$ cat config.mk
export PLATFORM = sky130hd
export DESIGN_NAME = dram_req_seq_flat
export DESIGN_NICKNAME = d
export VERILOG_FILES = /design/src/rtl/dram_req_seq_pkg.sv /design/src/rtl/dram_req_seq_if.sv /design/src/rtl/dram_req_seq_lane_align.sv /design/src/rtl/dram_req_seq.sv /design/src/flat_wrapper.sv
export SDC_FILE = /design/constraint.sdc
export NUM_CORES = 1
export LEC_CHECK = 0
export ABC_AREA = 1
export CAP_MARGIN = 20
export CORE_MARGIN = 4
export CORE_UTILIZATION = 53
export DETAILED_ROUTE_END_ITERATION = 6
export MAX_ROUTING_LAYER = met4
export PLACE_DENSITY = 0.81
export SYNTH_ARGS = -nofsm -noshare
export SYNTH_HDL_FRONTEND = slang
export SYNTH_SLANG_ARGS = --single-unit
$ cat constraint.sdc
create_clock -name CLK -period 2.6 [get_ports CLK]
set_clock_uncertainty 0.2 [all_clocks]
set_input_delay 0.39 -clock CLK [delete_from_list [all_inputs] [get_ports CLK]]
set_output_delay 0.39 -clock CLK [all_outputs]
set_load 0.01 [all_outputs]
$ cat src/rtl/dram_req_seq_pkg.sv
// Shared types and helpers for the DRAM request sequencer: FSM state
// encoding, funct3 access-size codes, byte-mask and load-extension helpers.
package dram_req_seq_pkg;

  typedef enum logic [1:0] {
    ST_IDLE = 2'd0,
    ST_REQ0 = 2'd1,
    ST_REQ1 = 2'd2,
    ST_DONE = 2'd3
  } seq_state_t;

  localparam logic [2:0] F3_B  = 3'b000;
  localparam logic [2:0] F3_H  = 3'b001;
  localparam logic [2:0] F3_BU = 3'b100;
  localparam logic [2:0] F3_HU = 3'b101;

  // Unshifted byte mask for an access size; unknown codes behave as a word.
  function automatic logic [3:0] size_mask(input logic [2:0] ctrl);
    logic [3:0] m;
    case (ctrl)
      F3_B, F3_BU: m = 4'b0001;
      F3_H, F3_HU: m = 4'b0011;
      default:     m = 4'b1111;
    endcase
    return m;
  endfunction

  // Sign- or zero-extend LSB-aligned load data according to funct3.
  function automatic logic [31:0] extend_load(input logic [2:0] ctrl, input logic [31:0] raw);
    logic [31:0] v;
    case (ctrl)
      F3_B:    v = {{24{raw[7]}}, raw[7:0]};
      F3_H:    v = {{16{raw[15]}}, raw[15:0]};
      F3_BU:   v = {24'h000000, raw[7:0]};
      F3_HU:   v = {16'h0000, raw[15:0]};
      default: v = raw;
    endcase
    return v;
  endfunction

endpackage

$ cat src/rtl/dram_req_seq_if.sv
// Bundle of the arbiter-side request port and the memory-controller beat
// port. master = the sequencer, slave = arbiter/controller environment.
interface dram_req_seq_if;
  logic [31:0] w_dram_addr;
  logic [31:0] w_dram_wdata;
  logic        w_dram_le;
  logic        w_dram_we_t;
  logic [2:0]  w_dram_ctrl;
  logic [31:0] w_dram_odata;
  logic        w_dram_busy;
  logic        mc_req;
  logic        mc_we;
  logic [31:0] mc_addr;
  logic [31:0] mc_wdata;
  logic [3:0]  mc_be;
  logic        mc_ack;
  logic [31:0] mc_rdata;
  logic        err_timeout;

  modport master (
    input  w_dram_addr, w_dram_wdata, w_dram_le, w_dram_we_t, w_dram_ctrl, mc_ack, mc_rdata,
    output w_dram_odata, w_dram_busy, mc_req, mc_we, mc_addr, mc_wdata, mc_be, err_timeout
  );

  modport slave (
    output w_dram_addr, w_dram_wdata, w_dram_le, w_dram_we_t, w_dram_ctrl, mc_ack, mc_rdata,
    input  w_dram_odata, w_dram_busy, mc_req, mc_we, mc_addr, mc_wdata, mc_be, err_timeout
  );
endinterface

$ cat src/rtl/dram_req_seq_lane_align.sv
// dram_lane_align: purely combinational lane logic. Builds the 8-bit byte
// mask across the two candidate beats, positions store data into lanes and
// merges/extends the two read words back into an LSB-aligned load result.
module dram_lane_align (
  input  logic [1:0]  offset,
  input  logic [2:0]  ctrl,
  input  logic [31:0] wdata,
  input  logic [31:0] rdata0,
  input  logic [31:0] rdata1,
  output logic        split,
  output logic [3:0]  be0,
  output logic [3:0]  be1,
  output logic [31:0] wdata0,
  output logic [31:0] wdata1,
  output logic [31:0] ldata
);
  import dram_req_seq_pkg::*;

  logic [7:0]  mask_s;
  logic [63:0] wide_s;
  logic [31:0] raw_s;
  logic [5:0]  shift_s;

  // Mask, lane shift and read merge for the current access.
  always_comb begin
    shift_s = {offset, 3'b000};
    mask_s  = {4'b0000, size_mask(ctrl)} << offset;
    wide_s  = {32'h00000000, wdata} << shift_s;
    raw_s   = 32'({rdata1, rdata0} >> shift_s);
    split   = |mask_s[7:4];
    be0     = mask_s[3:0];
    be1     = mask_s[7:4];
    wdata0  = wide_s[31:0];
    wdata1  = wide_s[63:32];
    ldata   = extend_load(ctrl, raw_s);
  end
endmodule

$ cat src/rtl/dram_req_seq.sv
// dram_req_seq: sequences one arbitrated load/store onto the memory
// controller req/ack port, splitting misaligned accesses into two word
// beats. Optional abort-on-timeout is enabled by defining DRAM_SEQ_TIMEOUT_EN.
module dram_req_seq #(
  parameter int          TIMEOUT_CYC = 1024,
  parameter logic [31:0] ERR_DATA    = 32'hDEADBEEF
) (
  input logic           CLK,
  input logic           RST_X,
  dram_req_seq_if.master bus
);
  import dram_req_seq_pkg::*;

  seq_state_t  state_r, state_next;
  logic [1:0]  offset_r;
  logic [31:0] wdata_r, rdata0_r, rdata1_r;
  logic [2:0]  ctrl_r;
  logic        we_r;
  logic        mc_req_r, mc_we_r, err_r;
  logic [31:0] mc_addr_r, mc_wdata_r, odata_r;
  logic [3:0]  mc_be_r;

  logic        trigger_s, beat_done_s, abort_s, idle_s;
  logic [1:0]  sel_offset_s;
  logic [2:0]  sel_ctrl_s;
  logic [31:0] sel_wdata_s;
  logic        split_s;
  logic [3:0]  be0_s, be1_s;
  logic [31:0] wdata0_s, wdata1_s, ldata_s;

  assign idle_s      = (state_r == ST_IDLE);
  assign trigger_s   = bus.w_dram_le | bus.w_dram_we_t;
  assign beat_done_s = mc_req_r & bus.mc_ack;

  // In IDLE the lane logic looks at the live request so beat 0 can be
  // registered on the trigger edge; afterwards it works on latched values.
  assign sel_offset_s = idle_s ? bus.w_dram_addr[1:0] : offset_r;
  assign sel_ctrl_s   = idle_s ? bus.w_dram_ctrl      : ctrl_r;
  assign sel_wdata_s  = idle_s ? bus.w_dram_wdata     : wdata_r;

  dram_lane_align u_align (
    .offset (sel_offset_s),
    .ctrl   (sel_ctrl_s),
    .wdata  (sel_wdata_s),
    .rdata0 (rdata0_r),
    .rdata1 (rdata1_r),
    .split  (split_s),
    .be0    (be0_s),
    .be1    (be1_s),
    .wdata0 (wdata0_s),
    .wdata1 (wdata1_s),
    .ldata  (ldata_s)
  );

`ifdef DRAM_SEQ_TIMEOUT_EN
  localparam int CNT_W = $clog2(TIMEOUT_CYC + 1);
  logic [CNT_W-1:0] tmo_cnt_r;

  assign abort_s = mc_req_r & ~bus.mc_ack & (tmo_cnt_r == CNT_W'(TIMEOUT_CYC - 1));

  // Wait-cycle counter: restarts on every state change, counts unacked request cycles.
  always_ff @(posedge CLK or negedge RST_X) begin
    if (!RST_X) begin
      tmo_cnt_r <= {CNT_W{1'b0}};
    end else if (state_next != state_r) begin
      tmo_cnt_r <= {CNT_W{1'b0}};
    end else if (mc_req_r & ~bus.mc_ack) begin
      tmo_cnt_r <= tmo_cnt_r + CNT_W'(1);
    end
  end
`else
  // No timeout hardware: the sequencer waits for the ack indefinitely.
  assign abort_s = 1'b0 & (TIMEOUT_CYC > 0);
`endif

  // Next-state logic for the beat sequencer.
  always_comb begin
    state_next = state_r;
    case (state_r)
      ST_IDLE: if (trigger_s)        state_next = ST_REQ0;   else state_next = ST_IDLE;
      ST_REQ0: if (abort_s)          state_next = ST_IDLE;
               else if (beat_done_s) state_next = split_s ? ST_REQ1 : ST_DONE;
               else                  state_next = ST_REQ0;
      ST_REQ1: if (abort_s)          state_next = ST_IDLE;
               else if (beat_done_s) state_next = ST_DONE;
               else                  state_next = ST_REQ1;
      ST_DONE: state_next = ST_IDLE;
      default: state_next = ST_IDLE;
    endcase
  end

  // State register.
  always_ff @(posedge CLK or negedge RST_X) begin
    if (!RST_X) state_r <= ST_IDLE;
    else        state_r <= state_next;
  end

  // Request latch, beat outputs, read capture and load result register.
  always_ff @(posedge CLK or negedge RST_X) begin
    if (!RST_X) begin
      offset_r   <= 2'b00;
      wdata_r    <= 32'h00000000;
      ctrl_r     <= 3'b000;
      we_r       <= 1'b0;
      rdata0_r   <= 32'h00000000;
      rdata1_r   <= 32'h00000000;
      mc_req_r   <= 1'b0;
      mc_we_r    <= 1'b0;
      mc_addr_r  <= 32'h00000000;
      mc_wdata_r <= 32'h00000000;
      mc_be_r    <= 4'b0000;
      odata_r    <= 32'h00000000;
      err_r      <= 1'b0;
    end else begin
      err_r <= abort_s;
      if (abort_s) begin
        mc_req_r <= 1'b0;
        if (!we_r) odata_r <= ERR_DATA;
      end else begin
        case (state_r)
          ST_IDLE: if (trigger_s) begin
            // Store wins when both triggers arrive together.
            offset_r   <= bus.w_dram_addr[1:0];
            wdata_r    <= bus.w_dram_wdata;
            ctrl_r     <= bus.w_dram_ctrl;
            we_r       <= bus.w_dram_we_t;
            mc_req_r   <= 1'b1;
            mc_we_r    <= bus.w_dram_we_t;
            mc_addr_r  <= {bus.w_dram_addr[31:2], 2'b00};
            mc_be_r    <= be0_s;
            mc_wdata_r <= wdata0_s;
          end
          ST_REQ0: if (beat_done_s) begin
            rdata0_r <= bus.mc_rdata;
            if (split_s) begin
              // Second beat follows immediately; address wraps mod 2^32.
              mc_addr_r  <= mc_addr_r + 32'd4;
              mc_be_r    <= be1_s;
              mc_wdata_r <= wdata1_s;
            end else begin
              mc_req_r <= 1'b0;
            end
          end
          ST_REQ1: if (beat_done_s) begin
            rdata1_r <= bus.mc_rdata;
            mc_req_r <= 1'b0;
          end
          ST_DONE: if (!we_r) odata_r <= ldata_s;
          default: ;
        endcase
      end
    end
  end

  assign bus.w_dram_busy  = ~idle_s | trigger_s;
  assign bus.w_dram_odata = odata_r;
  assign bus.mc_req       = mc_req_r;
  assign bus.mc_we        = mc_we_r;
  assign bus.mc_addr      = mc_addr_r;
  assign bus.mc_wdata     = mc_wdata_r;
  assign bus.mc_be        = mc_be_r;
  assign bus.err_timeout  = err_r;
endmodule

$ cat src/flat_wrapper.sv
// flat-port wrapper written by rule: the top's interface ports become plain ports
module dram_req_seq_flat import dram_req_seq_pkg::*;
#(
  parameter int          TIMEOUT_CYC = 1024,
  parameter logic [31:0] ERR_DATA    = 32'hDEADBEEF
)
  (CLK, RST_X, bus_w_dram_addr, bus_w_dram_wdata, bus_w_dram_le, bus_w_dram_we_t, bus_w_dram_ctrl, bus_mc_ack, bus_mc_rdata, bus_w_dram_odata, bus_w_dram_busy, bus_mc_req, bus_mc_we, bus_mc_addr, bus_mc_wdata, bus_mc_be, bus_err_timeout);
  dram_req_seq_if bus_i ();
  input logic CLK;
  input logic RST_X;
  input wire logic [$bits(bus_i.w_dram_addr)-1:0] bus_w_dram_addr;
  input wire logic [$bits(bus_i.w_dram_wdata)-1:0] bus_w_dram_wdata;
  input wire logic [$bits(bus_i.w_dram_le)-1:0] bus_w_dram_le;
  input wire logic [$bits(bus_i.w_dram_we_t)-1:0] bus_w_dram_we_t;
  input wire logic [$bits(bus_i.w_dram_ctrl)-1:0] bus_w_dram_ctrl;
  input wire logic [$bits(bus_i.mc_ack)-1:0] bus_mc_ack;
  input wire logic [$bits(bus_i.mc_rdata)-1:0] bus_mc_rdata;
  output wire logic [$bits(bus_i.w_dram_odata)-1:0] bus_w_dram_odata;
  output wire logic [$bits(bus_i.w_dram_busy)-1:0] bus_w_dram_busy;
  output wire logic [$bits(bus_i.mc_req)-1:0] bus_mc_req;
  output wire logic [$bits(bus_i.mc_we)-1:0] bus_mc_we;
  output wire logic [$bits(bus_i.mc_addr)-1:0] bus_mc_addr;
  output wire logic [$bits(bus_i.mc_wdata)-1:0] bus_mc_wdata;
  output wire logic [$bits(bus_i.mc_be)-1:0] bus_mc_be;
  output wire logic [$bits(bus_i.err_timeout)-1:0] bus_err_timeout;
  assign bus_i.w_dram_addr = bus_w_dram_addr;
  assign bus_i.w_dram_wdata = bus_w_dram_wdata;
  assign bus_i.w_dram_le = bus_w_dram_le;
  assign bus_i.w_dram_we_t = bus_w_dram_we_t;
  assign bus_i.w_dram_ctrl = bus_w_dram_ctrl;
  assign bus_i.mc_ack = bus_mc_ack;
  assign bus_i.mc_rdata = bus_mc_rdata;
  assign bus_w_dram_odata = bus_i.w_dram_odata;
  assign bus_w_dram_busy = bus_i.w_dram_busy;
  assign bus_mc_req = bus_i.mc_req;
  assign bus_mc_we = bus_i.mc_we;
  assign bus_mc_addr = bus_i.mc_addr;
  assign bus_mc_wdata = bus_i.mc_wdata;
  assign bus_mc_be = bus_i.mc_be;
  assign bus_err_timeout = bus_i.err_timeout;
  dram_req_seq #(.TIMEOUT_CYC(TIMEOUT_CYC), .ERR_DATA(ERR_DATA)) u_core (.CLK(CLK), .RST_X(RST_X), .bus(bus_i));
endmodule
======== Word level (Yosys, flattened, before mapping) ========
Cells that the tools add are included.
storage, ports and cells
  register bits after elaboration ......... 205
  word-level logic and storage cells ...... 72
  output and inout port bits .............. 104
operators by class
  eq/ne operators ......................... 11
  mux-type cells .......................... 27
  bitwise gates (word level) .............. 5
  shift-type cells ........................ 3
  add/sub/neg operators ................... 1
  reductions and logical operators ........ 13
operators with widths
  cell                                                             count
  32-bit two-way mux                                               7
  32-bit case mux with 2 select lines                              2
  32-bit case mux with 4 select lines                              1
  32-bit by 5-bit left shift with 64-bit output                    1
  64-bit by 5-bit >> shifter with 32-bit output                    1
  32-bit by 3-bit adder with 32-bit output, second input constant  1
  4-bit case mux with 2 select lines                               2
  4-bit two-way mux                                                3
  2-bit by 1-bit != test with 1-bit output, second input constant  4
  2-bit case mux with 4 select lines                               1
  2-bit AND reduction                                              4
  4-bit by 2-bit left shift with 8-bit output                      1
  1-bit two-way mux                                                7
  3-bit == test, second input constant                             2
  5-bit AND reduction                                              1
  2-bit == test, second input constant                             2
  2-bit two-way mux                                                2
  4-bit AND reduction                                              1
  2-bit OR reduction                                               2
  4-bit OR reduction                                               1
  3-bit by 1-bit == test with 1-bit output, second input constant  1
  3-bit zero test                                                  1
  3-bit two-way mux                                                1
  1-bit case mux with 3 select lines                               1
  other kinds (8)                                                  10

======== Depth between registers and ports, before layout ========
Gate-level depths: netlist of run 1.
  word-level depth ........................ 10
  mapped depth ............................ 15

======== Modules after synthesis ========
A second synthesis of run 1 with hierarchy kept.
second synthesis, totals
  cell total of the unflattened synthesis .. 1633
  area total of the unflattened synthesis .. 11609.9 µm²
modules (own cells, without submodules)
  module           area each (µm²)  seq. area each (µm²)  instances  cells an instance
  dram_req_seq     9521.6           5079.9                1          1156
  dram_lane_align  2088.3           0.0                   1          477

======== Least setup slack after synthesis of run 1 ========
OpenSTA, ideal clock, no wires.
  kind .................................... register to register
  from .................................... reg u_core.state_r[0]
  to ...................................... reg u_core.mc_wdata_r[10] (netlist: u_core.bus.mc_wdata[10])
  path slack .............................. 0.401 ns
  arrival time ............................ 1.883 ns
  cell stages (with the launch flop) ...... 16
  required time ........................... 2.283 ns
  period minus slack after synthesis ...... 2.199 ns
  cells stage by stage .................... dfrtp_1 > inv_1 > ha_1 > inv_2 > nand2_1 > nand2_1 > buf_4 > nand2_1 > nand2_1 > nand3_2 > nand2_1 > nand2_2 > buf_4 > buf_4 > nand2_1 > nand2_1
on the way
  longest elaborated chain between the ends .. 9
RTL lines
  item                                                       line                                     source
  start: declaration                                         dram_req_seq.sv:14                       seq_state_t state_r, state_next;
  start signal: assignment                                   dram_req_seq.sv:95                       else state_r <= state_next;
  2-bit zero test                                            dram_req_seq.sv:31, dram_req_seq.sv:120
  3-bit two-way mux                                          dram_req_seq.sv:38                       assign sel_ctrl_s = idle_s ? bus.w_dram_ctrl : ctrl_r;
  3-bit == test, or another cell as far along                dram_req_seq_pkg.sv:20                   case (ctrl)
  2-bit OR reduction                                         dram_req_seq_pkg.sv:20
  4-bit case mux with 2 select lines                         dram_req_seq_pkg.sv:20
  4-bit by 2-bit left shift with 8-bit output                dram_req_seq_lane_align.sv:27            mask_s = {4'b0000, size_mask(ctrl)} << offset;
  4-bit OR reduction                                         dram_req_seq_lane_align.sv:30            split = |mask_s[7:4];
  2-bit by 1-bit != test with 1-bit output (no source line)  -
  4-bit AND reduction (no source line)                       -
  end signal: assignment                                     dram_req_seq.sv:131                      mc_wdata_r <= wdata0_s;
  end signal: assignment                                     dram_req_seq.sv:139                      mc_wdata_r <= wdata1_s;
  end: declaration                                           dram_req_seq.sv:20                       logic [31:0] mc_addr_r, mc_wdata_r, odata_r;
Parallel ways exist; a longest one is shown, timed or not. The select of a mux whose other input is x is not followed.
A chain may end at the register's enable or synchronous reset.

======== Worst setup path after layout of run 1 ========
  from .................................... reg u_core.state_r[0]
  to ...................................... reg u_core.mc_wdata_r[2] (netlist: u_core.bus.mc_wdata[2])
Same word-level chain as after synthesis.

==> results.sh, run 1 <==
export IMPL_cp_end_kind="flip-flop"
export IMPL_dp_slack_ns=0.06072
export IMPL_die_height_um=152.8
export IMPL_p_leak_nw=6.978
export IMPL_slowest_delay_ns=0.42
export IMPL_synthDistinctLibCells=35
export IMPL_dp_hpwl_um=25130
export IMPL_synth_seq_cells=195
export IMPL_status="completed"
export IMPL_syn_cell_area_um2=11110
export IMPL_synth_main_ff_cell="dfrtp_1"
export IMPL_maxSlewViolCount=0
export IMPL_worst_skew_pair_late_latency_ns=0.44
export IMPL_critPathBufInv=3
export IMPL_port_buffers=204
export IMPL_clkTransAtPathRegs_ns=0.08
export IMPL_first_iter_violations=1187
export IMPL_drt_pass1_iter_count=6
export IMPL_dpl_cell_count=2077
export IMPL_final_common_cell="nand2_1"
export IMPL_async_flop_share=1.000
export IMPL_avgSynthCellArea_um2=6.769
export IMPL_drc=0
export IMPL_worst_slew_pin_slew_ns=0.5971
export IMPL_worstPathCellList="inv_2, ha_2, buf_12, nand2_1, nand2_4, nand2_1, nand2_1, nand3_2, nand2_1, nand2_2, clkbuf_16, nand2_1, nand2_1"
export IMPL_synth_seq_area_share=0.4393
export IMPL_syn_inst=1641
export IMPL_cts_htree_levels=4
export IMPL_coreArea_um2=20430
export IMPL_die_w_um=152.8
export IMPL_rows=52
export IMPL_r2r_cells=13
export IMPL_path_common_cell="nand2_1"
export IMPL_finalHoldViolCount=0
export IMPL_cap_viol_max_count=0
export IMPL_clock_sinks=195
export IMPL_vias=11570
export IMPL_num_nets_final=1949
export IMPL_initial_core_util=0.5437
export IMPL_wirelength_um=36120
export IMPL_grt_antenna_before_repair=0
export IMPL_cts_tree="done"
export IMPL_clockRootBuffer="clkbuf_16"
export IMPL_fmax_ghz=0.4008
export IMPL_globalRouteTotalUtil=0.2990
export IMPL_peakVddDrop_v=0.0008421
export IMPL_synth_edf_count=0
export IMPL_relSlewSlack=0.6015
export IMPL_num_io_pins=208
export IMPL_slowest_stage="dfrtp_1"
export IMPL_hold_ws_ns=0.2445
export IMPL_die_area_um2=23340
export IMPL_power_density_nw_per_um2=1429
export IMPL_ff2ff_setup_slack_ns=0.10
export IMPL_min_period_over_period=0.9597
export IMPL_path_class="reg -> reg"
export IMPL_cp_start_kind="flip-flop"
export IMPL_clk_path_buf_depth=2
export IMPL_drive_gt1_frac=0.07717
export IMPL_antenna_left=0
export IMPL_worstReg2RegEnd="u_core.bus.mc_wdata[2]"
export IMPL_tns_ns=0
export IMPL_grt_max_degree=74
export IMPL_grt_pass1_wl_um=55550
export IMPL_wire_per_inst_um=17.01
export IMPL_antenna_cells=0
export IMPL_setup_ws_ns=0.1048
export IMPL_cp_max_fo=32
export IMPL_r2r_start="u_core.state_r[0]"
export IMPL_grt_pass1_vias=10520
export IMPL_min_path_type="in -> async"
export IMPL_cts_made_buffers=17
export IMPL_cpLargestDelayFamily="simple AND/OR/NAND/NOR gates"
export IMPL_yosysWarnings=0
export IMPL_crit_arrival_ns=2.62
export IMPL_fin_crit_ns=2.495
export IMPL_overflow=0
export IMPL_finalNonFillerCells=2123
export IMPL_setup_viol=0
export IMPL_via_per_inst=5.449
export IMPL_place_gp_congestion=0.9976
export IMPL_required_ns=2.72
export IMPL_layout_common_cells="nand2_1 (681), clkdlybuf4s50_1 (202), dfrtp_1 (195)"
export IMPL_area_delta_synth_final_pct=30.43
## power by group
group	leakage, nW	switching, W	total [W]	internal (W)
Combinational	4.26	0.00751	0.0124	0.00490
Sequential	2.43	0.00114	0.00557	0.00443
Clock	0.295	0.00133	0.00272	0.00139
## metrics by stage
stage,util,instance area [µm²],total power (W)
after CTS,0.6957,14210,0.01957
final,0.7092,14490,0.02070
after global routing,0.7092,14490,0.02227
after global placement,0.6657,13600,0.01658
after floorplan,-,11120,0.01246
after detailed placement,0.6657,13600,0.01680
## cells by family (layout without fill, tap and decap cells)
family | after synthesis | count (layout) | synth area share
AO/OA/AOI/OAI | 225 | 226 | 0.1084
XOR/XNOR | 3 | 3 | 0.002366
adder cells (fa/ha/maj) | 5 | 5 | 0.005632
buffers and inverters | 229 | 437 | 0.08369
flip-flops | 195 | 195 | 0.4393
multiplexers | 1 | 1 | 0.001014
other | 1 | 3 | 0.0003376
AND/OR/NAND/NOR | 982 | 983 | 0.3593
## worst max-delay path by stage
stage / start / endpoint / depth (start not counted)
global route: u_core.state_r[0] / u_core.bus.mc_wdata[2] / 13
CTS: u_core.state_r[0] / u_core.bus.mc_wdata[9] / 11
floorplan: u_core.state_r[0] / u_core.bus.mc_wdata[10] / 15
finish: u_core.state_r[0] / u_core.bus.mc_wdata[2] / 13
global placement: u_core.state_r[0] / u_core.bus.w_dram_odata[11] / 12
detailed placement: u_core.state_r[0] / u_core.bus.mc_wdata[9] / 11
## registers in the layout, indices dropped and copies added (netlist names), 3 cells and up
signal and count:
u_core.bus.mc_wdata 32, u_core.bus.w_dram_odata 32, u_core.rdata0_r 32, u_core.wdata_r 32
u_core.bus.mc_addr 30, u_core.rdata1_r 24, u_core.bus.mc_be 4, u_core.ctrl_r 3
## per-layer routing
metal,track usage,vias up,share of wire
li1,-,5556,-
met1,0.4481,5263,0.44
met2,0.4301,694,0.43
met3,0.05084,56,0.11
met4,0.06279,0,0.020
met5,-,-,0
## cells in the mapped netlist (3+ instances only)
library cell	n	area share
dfrtp_1	195	0.44
or2_2	26	0.015
buf_1	4	0.0014
nor2_1	121	0.041
buf_4	7	0.0047
a31oi_1	9	0.0051
a21oi_1	25	0.011
nand2_1	684	0.23
clkbuf_1	45	0.015
nand3_1	139	0.063
nor2_4	3	0.0030
buf_2	29	0.013
o21ai_0	158	0.071
o21ai_1	14	0.0063
o211ai_1	14	0.0095
ha_1	5	0.0056
inv_1	139	0.047
## what timing repair did
item                                    in CTS  in global routing
buffers inserted                             0                  3
pin swaps                                    0                  4
hold buffers                                 1                  0
resized for setup                            1                 10
endpoints found under the setup margin       1                 58
cloned                                       0                 10
hold endpoints to repair                    44                  0
## layout make-up
| type | instances | area [µm²] |
|---|---|---|
| multi-input cells | 1221 | 5371 |
| well taps | 270 | 337.8 |
| flip-flops and latches | 195 | 4880 |
| inverters | 143 | 540.5 |
| fillers | 1727 | 5941 |
| clock buffers | 17 | 425.4 |
| repair buffers | 262 | 2754 |
| clock inverters | 15 | 180.2 |
(Power assumes the default switching activity.)
==> inputs of run 2 (changes only) <==
--- a/config.mk
+++ b/config.mk
@@ -9,6 +9,7 @@
 export CAP_MARGIN = 20
 export CORE_MARGIN = 4
 export CORE_UTILIZATION = 53
+export CTS_CLUSTER_SIZE = 10
 export DETAILED_ROUTE_END_ITERATION = 6
 export MAX_ROUTING_LAYER = met4
 export PLACE_DENSITY = 0.81
==> results of run 2 <==
No change in the layout: final DEF, timing and power equal those of run 1.
